<file path="src/rtl/register_port_sequencer_8088.sv">
// Arbitrates two requesters onto the 8088 register bank ports and sequences READ, WRITE and XCHG.
// Optional macro REG_SEQ_SP_PROTECT_EN refuses req0 WRITE/XCHG that targets SP.
module register_port_sequencer_8088 #(
   parameter int unsigned DATA_W     = 16,
   parameter int unsigned REG_AW     = 3,
   parameter int unsigned FIRST_PRIO = 0
) (
   input  logic              clk,
   input  logic              reset,
   input  logic              req0_valid,
   output logic              req0_ready,
   input  logic [1:0]        req0_op,
   input  logic [REG_AW-1:0] req0_reg_a,
   input  logic [REG_AW-1:0] req0_reg_b,
   input  logic [DATA_W-1:0] req0_data,
   input  logic              req0_size,
   input  logic              req0_high_low,
   input  logic              req1_valid,
   output logic              req1_ready,
   input  logic [1:0]        req1_op,
   input  logic [REG_AW-1:0] req1_reg_a,
   input  logic [REG_AW-1:0] req1_reg_b,
   input  logic [DATA_W-1:0] req1_data,
   input  logic              req1_size,
   input  logic              req1_high_low,
   output logic              en_write,
   output logic [REG_AW-1:0] reg_write,
   output logic [DATA_W-1:0] write_data,
   output logic [REG_AW-1:0] reg_read1,
   output logic [REG_AW-1:0] reg_read2,
   output logic              size,
   output logic              select_high_low,
   input  logic [DATA_W-1:0] read_data1,
   input  logic [DATA_W-1:0] read_data2,
   output logic              rsp_valid,
   output logic              rsp_id,
   output logic [DATA_W-1:0] rsp_data1,
   output logic [DATA_W-1:0] rsp_data2,
   output logic              rsp_err
);

   localparam logic [1:0] OpWrite = 2'b00;
   localparam logic [1:0] OpXchg  = 2'b10;

   typedef enum logic [2:0] {StIdle, StRd, StWr, StXRd, StXWa, StXWb, StResp} state_e;

   state_e            state;
   logic              last_grant;
   logic [REG_AW-1:0] cmd_a;
   logic [REG_AW-1:0] cmd_b;

   logic              is_idle;
   logic              grant0;
   logic              grant1;
   logic              accept;
   logic [1:0]        sel_op;
   logic [REG_AW-1:0] sel_a;
   logic [REG_AW-1:0] sel_b;
   logic [DATA_W-1:0] sel_data;
   logic              sel_size;
   logic              sel_hl;
   logic              refuse;

   // Gating with reset keeps both readies low while reset is held.
   assign is_idle    = (state == StIdle) && reset;
   assign grant0     = req0_valid && (!req1_valid || last_grant);
   assign grant1     = req1_valid && (!req0_valid || !last_grant);
   assign req0_ready = is_idle && grant0;
   assign req1_ready = is_idle && grant1;
   assign accept     = req0_ready || req1_ready;

   assign sel_op   = grant1 ? req1_op       : req0_op;
   assign sel_a    = grant1 ? req1_reg_a    : req0_reg_a;
   assign sel_b    = grant1 ? req1_reg_b    : req0_reg_b;
   assign sel_data = grant1 ? req1_data     : req0_data;
   assign sel_size = grant1 ? req1_size     : req0_size;
   assign sel_hl   = grant1 ? req1_high_low : req0_high_low;

`ifdef REG_SEQ_SP_PROTECT_EN
   localparam logic [REG_AW-1:0] SpIdx = REG_AW'(4);
   assign refuse = !grant1 &&
                   (((sel_op == OpWrite) && (sel_a == SpIdx)) ||
                    ((sel_op == OpXchg) && ((sel_a == SpIdx) || (sel_b == SpIdx))));
`else
   assign refuse = 1'b0;
`endif

   always_ff @(posedge clk or negedge reset) begin
      if (!reset) begin
         state           <= StIdle;
         last_grant      <= (FIRST_PRIO == 0);
         cmd_a           <= '0;
         cmd_b           <= '0;
         en_write        <= 1'b0;
         reg_write       <= '0;
         write_data      <= '0;
         reg_read1       <= '0;
         reg_read2       <= '0;
         size            <= 1'b0;
         select_high_low <= 1'b0;
         rsp_valid       <= 1'b0;
         rsp_id          <= 1'b0;
         rsp_data1       <= '0;
         rsp_data2       <= '0;
         rsp_err         <= 1'b0;
      end else begin
         unique case (state)
            StIdle: begin
               if (accept) begin
                  last_grant      <= grant1;
                  rsp_id          <= grant1;
                  cmd_a           <= sel_a;
                  cmd_b           <= sel_b;
                  size            <= sel_size;
                  select_high_low <= sel_hl;
                  rsp_data1       <= '0;
                  rsp_data2       <= '0;
                  rsp_err         <= 1'b0;
                  if (refuse) begin
                     rsp_valid <= 1'b1;
                     rsp_err   <= 1'b1;
                     state     <= StResp;
                  end else if (sel_op == OpWrite) begin
                     en_write   <= 1'b1;
                     reg_write  <= sel_a;
                     write_data <= sel_data;
                     state      <= StWr;
                  end else begin
                     // Reserved op 11 falls through to READ.
                     reg_read1 <= sel_a;
                     reg_read2 <= sel_b;
                     state     <= (sel_op == OpXchg) ? StXRd : StRd;
                  end
               end
            end
            StRd: begin
               rsp_data1 <= read_data1;
               rsp_data2 <= read_data2;
               rsp_valid <= 1'b1;
               state     <= StResp;
            end
            StWr: begin
               en_write  <= 1'b0;
               rsp_valid <= 1'b1;
               state     <= StResp;
            end
            StXRd: begin
               rsp_data1  <= read_data1;
               rsp_data2  <= read_data2;
               en_write   <= 1'b1;
               reg_write  <= cmd_a;
               write_data <= read_data2;
               state      <= StXWa;
            end
            StXWa: begin
               reg_write  <= cmd_b;
               write_data <= rsp_data1;
               state      <= StXWb;
            end
            StXWb: begin
               en_write  <= 1'b0;
               rsp_valid <= 1'b1;
               state     <= StResp;
            end
            StResp: begin
               rsp_valid       <= 1'b0;
               rsp_err         <= 1'b0;
               reg_write       <= '0;
               write_data      <= '0;
               reg_read1       <= '0;
               reg_read2       <= '0;
               size            <= 1'b0;
               select_high_low <= 1'b0;
               state           <= StIdle;
            end
            default: state <= StIdle;
         endcase
      end
   end

endmodule

</file>
<file path="config.mk">
export PLATFORM = sky130hd
export DESIGN_NAME = register_port_sequencer_8088
export DESIGN_NICKNAME = d
export VERILOG_FILES = /design/src/rtl/register_port_sequencer_8088.sv
export SDC_FILE = /design/constraint.sdc
export NUM_CORES = 1
export LEC_CHECK = 0
export ABC_AREA = 0
export CAP_MARGIN = 10
export CORE_MARGIN = 1.5
export CORE_UTILIZATION = 63
export DETAILED_ROUTE_END_ITERATION = 8
export DONT_BUFFER_PORTS = 1
export PLACE_DENSITY = 0.79
export SKIP_LAST_GASP = 1
export SYNTH_ARGS = -nofsm -noshare
export SYNTH_HDL_FRONTEND = slang
export SYNTH_SLANG_ARGS = --single-unit
</file>
<file path="constraint.sdc">
create_clock -name clk -period 2.45 [get_ports clk]
set_input_delay 0.3675 -clock clk [delete_from_list [all_inputs] [get_ports clk]]
set_output_delay 0.3675 -clock clk [all_outputs]
set_load 0.05 [all_outputs]
</file>
Word-level counts from Yosys, hierarchy flattened
Cells that the tools add are included.
{"block": "op_classes", "muxes": 35, "n_reduce_logical": 27, "n_eq_ne": 10}
{"op": "$mux W16", "count": 4}
{"op": "$pmux W16 S2", "count": 2}
{"op": "$pmux W16 S4", "count": 1}
{"op": "$mux W3", "count": 9}
{"op": "$pmux W3 S4", "count": 2}
{"op": "$pmux W3 S2", "count": 2}
{"op": "$eq A3 B3 Y1 const B", "count": 3}
{"op": "$reduce_and A3 Y1", "count": 3}
{"op": "$pmux W1 S2", "count": 4}
{"op": "$mux W1", "count": 7}
{"op": "$eq A3 B2 Y1 const B", "count": 2}
{"op": "$mux W2", "count": 3}
{"op": "$reduce_and A2 Y1", "count": 3}
{"op": "$reduce_bool A2 Y1", "count": 3}
{"op": "$logic_and A1 B1 Y1", "count": 5}
{"op": "$ne A2 B2 Y1 const B", "count": 2}
{"op": "$reduce_bool A4 Y1", "count": 1}
{"op": "$reduce_or A2 Y1", "count": 2}
{"op": "$eq A3 B1 Y1 const B", "count": 1}
{"op": "$logic_not A1 Y1", "count": 3}
{"op": "$logic_not A3 Y1", "count": 1}
{"op": "$logic_or A1 B1 Y1", "count": 3}
{"op": "$pmux W1 S3", "count": 1}
{"op": "$reduce_bool A3 Y1", "count": 1}
{"op": "other kinds (4)", "count": 4}
{"block": "totals", "regBits": 73, "wordCells": 88, "out_inout_bits": 65, "in_bits": 88}

Longest topological paths before layout
{"block": "logic_depth", "word_depth": 9, "mapped_depth": 7, "depth_no_buf": 4}

Least setup slack after synthesis
Ideal clock, no wire load.
{"block": "synth_path", "path_type": "flip-flop to output port", "startpoint": "register last_grant", "endpoint": "output req0_ready", "arrival_time_ps": 1617, "slack_ps": 465, "t_required_ps": 2082, "stages_incl_launch_ff": 6, "path_buffers": 2, "path_cell_list": "dfstp_2 > a21bo_2 > buf_6 > clkbuf_1 > nand4_1 > inv_1"}
{"block": "synth_via", "elab_chain_len": 3}
{"element": "from (decl)", "line_no": "48", "source": "logic last_grant;"}
{"element": "from (signal assigned)", "line_no": "91", "source": "last_grant <= (FIRST_PRIO == 0);"}
{"element": "from (signal assigned)", "line_no": "110", "source": "last_grant <= grant1;"}
{"element": "$logic_or A1 B1 Y1", "line_no": "66", "source": "assign grant0 = req0_valid && (!req1_valid || last_grant);"}
{"element": "$logic_and A1 B1 Y1", "line_no": "66"}
{"element": "$logic_and A1 B1 Y1", "line_no": "68", "source": "assign req0_ready = is_idle && grant0;"}
{"element": "to (decl)", "line_no": "11", "source": "output logic req0_ready,"}
Every way passes these cells.

Worst setup path after layout
Same ends and word-level chain as after synthesis.

==> flow_summary.ini <==
[grt]
grt_first_pass_wirelength_um = 14860
antenna_found_initial = 0
grtUsageTotal_pct = 31.62
grt_max_degree = 73
grt_pass1_vias = 2941
overflow = 0

[detailed_routing]
drt_first_iter_violations = 254
wl_per_cell_um = 20.94
post-route-drc-count = 0
vias = 2918
wirelength_um = 9486
dr.pass1.iters = 5
drt-vias-per-instance = 6.442
drtAntennaViolNets = 0

[sta]
fin_crit_sh_pct = 84.38
max_clock_freq_ghz = 0.4837
max-slew-margin-rel_pct = 25.57
hold_viol_final = 0
fin_crit_ns = 2.067
slew_viol_final = 0
fin_worst_skew_ns = 0.01168
hold_ws_ns = 0.1370
grt_setup_unrepaired = false
fin_tns_setup_ns = 0
finalSetupViolations = 0
worstMarginPinSlew_ns = 1.112

[critical_path]
required_ns = 2.08
cpMaxStageDelayCell = dfstp_2
start_kind = flop
endpoint_kind = output pin
arrival_ns = 1.70
cp_max_fo = 8
crit_family = flip-flops
path_buf_inv = 2
critPathMaxStageDelay_ns = 0.55
path_cells = a21bo_2 -> buf_4 -> nand4_1 -> inv_1
crit_type = flop to output pin
reg2reg_slack_ns = 0.45

[pwr]
powerDensity_mw_per_mm2 = 1717
p_leak_nw = 1.758
peakVddDrop_mv = 0.9052

[synthesis]
netlist_area_mm2 = 0.003632
synth_edf_count = 0
ys_ff_latch = 72
synth_top_area_share_pct = 48.91
synth_top_cell_by_area = dfrtp_1
async_flop_share_pct = 100.0
yosysWarnings = 0
synth_cell_types = 41
yosysSeqAreaShare_pct = 49.64
netlist_instances = 374
synthFlopType = dfrtp_1
syn_area_per_cell_um2 = 9.712
synth.net_count = 462
synth_area_leaders = dfrtp_1 (49%), mux2_2 (8.4%), nand2_1 (7.8%), mux2i_1 (7.2%), o21ai_0 (6.8%)

[clocking]
cts_tree = built
cts_sinks = 72
clock_path_buffers = 2
insertion_delay_ns = 0.34
post_cts_buffers = 0
clk_pin_slew_worst_paths_ns = 0.08
post_cts_resized = 0
hold_buffers = 2
htreeDepth = 3
cts_root_buf = clkbuf_8
numCtsBuffers = 9

[layout]
area.growth.synth_to_final_pct = 8.715
fillCellCount = 457
mostFrequentLayoutCell = nand2_1
nNetsFinal = 464
drive_gt1_share_pct = 17.85
final_cell_mix = nand2_1 (75), dfrtp_1 (71), o21ai_0 (49), mux2_2 (27), mux2i_1 (26)
antennaDiodeCount = 0

[die]
die-area_mm2 = 0.006230
ios = 153
start_util_pct = 65.56
rows = 27
die_x_um = 78.93
chipHeight_um = 78.93
core_area_mm2 = 0.005540

[placed_design]
routabilityCongestion = 0.8690
place_hpwl_um = 6407
portBuffers = 0

[job]
drv_cap = 0

[status]
status = finished clean

[worst_hold_path]
min_path_type = input pin to flop
## state kept, by name, summed over array words and instances (netlist names), 3 cells and up
register	flops
rsp_data1	16
rsp_data2	16
write_data	16
cmd_a	3
cmd_b	3
reg_read1	3
reg_read2	3
reg_write	3
state	3
## routing by layer
layer  part of all wire [%]  global-route usage [%]  up-vias
met5                      0                       0        -
met3                     10                   9.885       22
li1                       -                       -     1311
met1                     40                   39.52     1412
met4                    2.7                   14.74        0
met2                     47                   50.34      173
## through the flow
stage | power (mW) | setup WS [ns] | std cells | cell area [um^2] | utilization (%)
final | 6.779 | 0.3826 | 453 | 3949 | 71.27
after global routing | 7.144 | 0.2785 | 453 | 3949 | 71.27
after CTS | 6.799 | 0.3581 | 453 | 3949 | 71.27
after detailed placement | 5.833 | 0.4633 | 435 | 3716 | 67.07
after global placement | 5.716 | 0.5018 | 435 | 3716 | 67.07
after floorplan | 5.265 | 0.4653 | 374 | 3632 | -
## cells by family (layout without fill, tap and decap cells)
logic type      Yosys count  after routing  share of synthesized area [%]
other cells               1              1                         0.1032
flops                    72             72                          49.64
simple gates            118            118                          13.74
mux                      54             54                          15.95
compound gates           99             99                          16.71
buf+inv                  30             37                          3.858
## area by class of cell
cell class	instances	area (um^2)	area share (%)
flip-flops and latches	72	1803	45.66
clock inverters	7	71.32	1.806
multi-input cells	272	1692	42.84
inverters	3	11.26	0.2852
well taps	72	90.09	2.281
clock buffers	9	123.9	3.137
repair buffers	18	157.7	3.992
## cell usage after synthesis, drive strengths merged, types with 3 or more instances
| library cell | n |
|---|---|
| a21oi | 16 |
| nand2 | 75 |
| buf | 14 |
| a32oi | 3 |
| o21ai | 49 |
| mux2i | 26 |
| a22oi | 16 |
| nand3 | 6 |
| mux2 | 28 |
| clkbuf | 13 |
| dfrtp | 71 |
| nor2 | 22 |
| nor2b | 7 |
| a31oi | 4 |
## report_power, final
part / switching (mW) / internal (mW)
Clock: 0.456 / 0.470
Combinational: 1.13 / 0.933
Sequential: 2.07 / 1.72
## final timing paths
kind / startpoint / to / cells after the start
worst min-delay path: read_data1[4] / rsp_data1[4] / 2
worst min register to register: cmd_a[0] / cmd_a[0] / 2
min in group asynchronous: reset / rsp_data2[10] / 2
worst max register to register: state[1] / write_data[5] / 4
worst max-delay path: last_grant / req0_ready / 4
max in group asynchronous: reset / last_grant / 2
(Power assumes the default switching activity.)
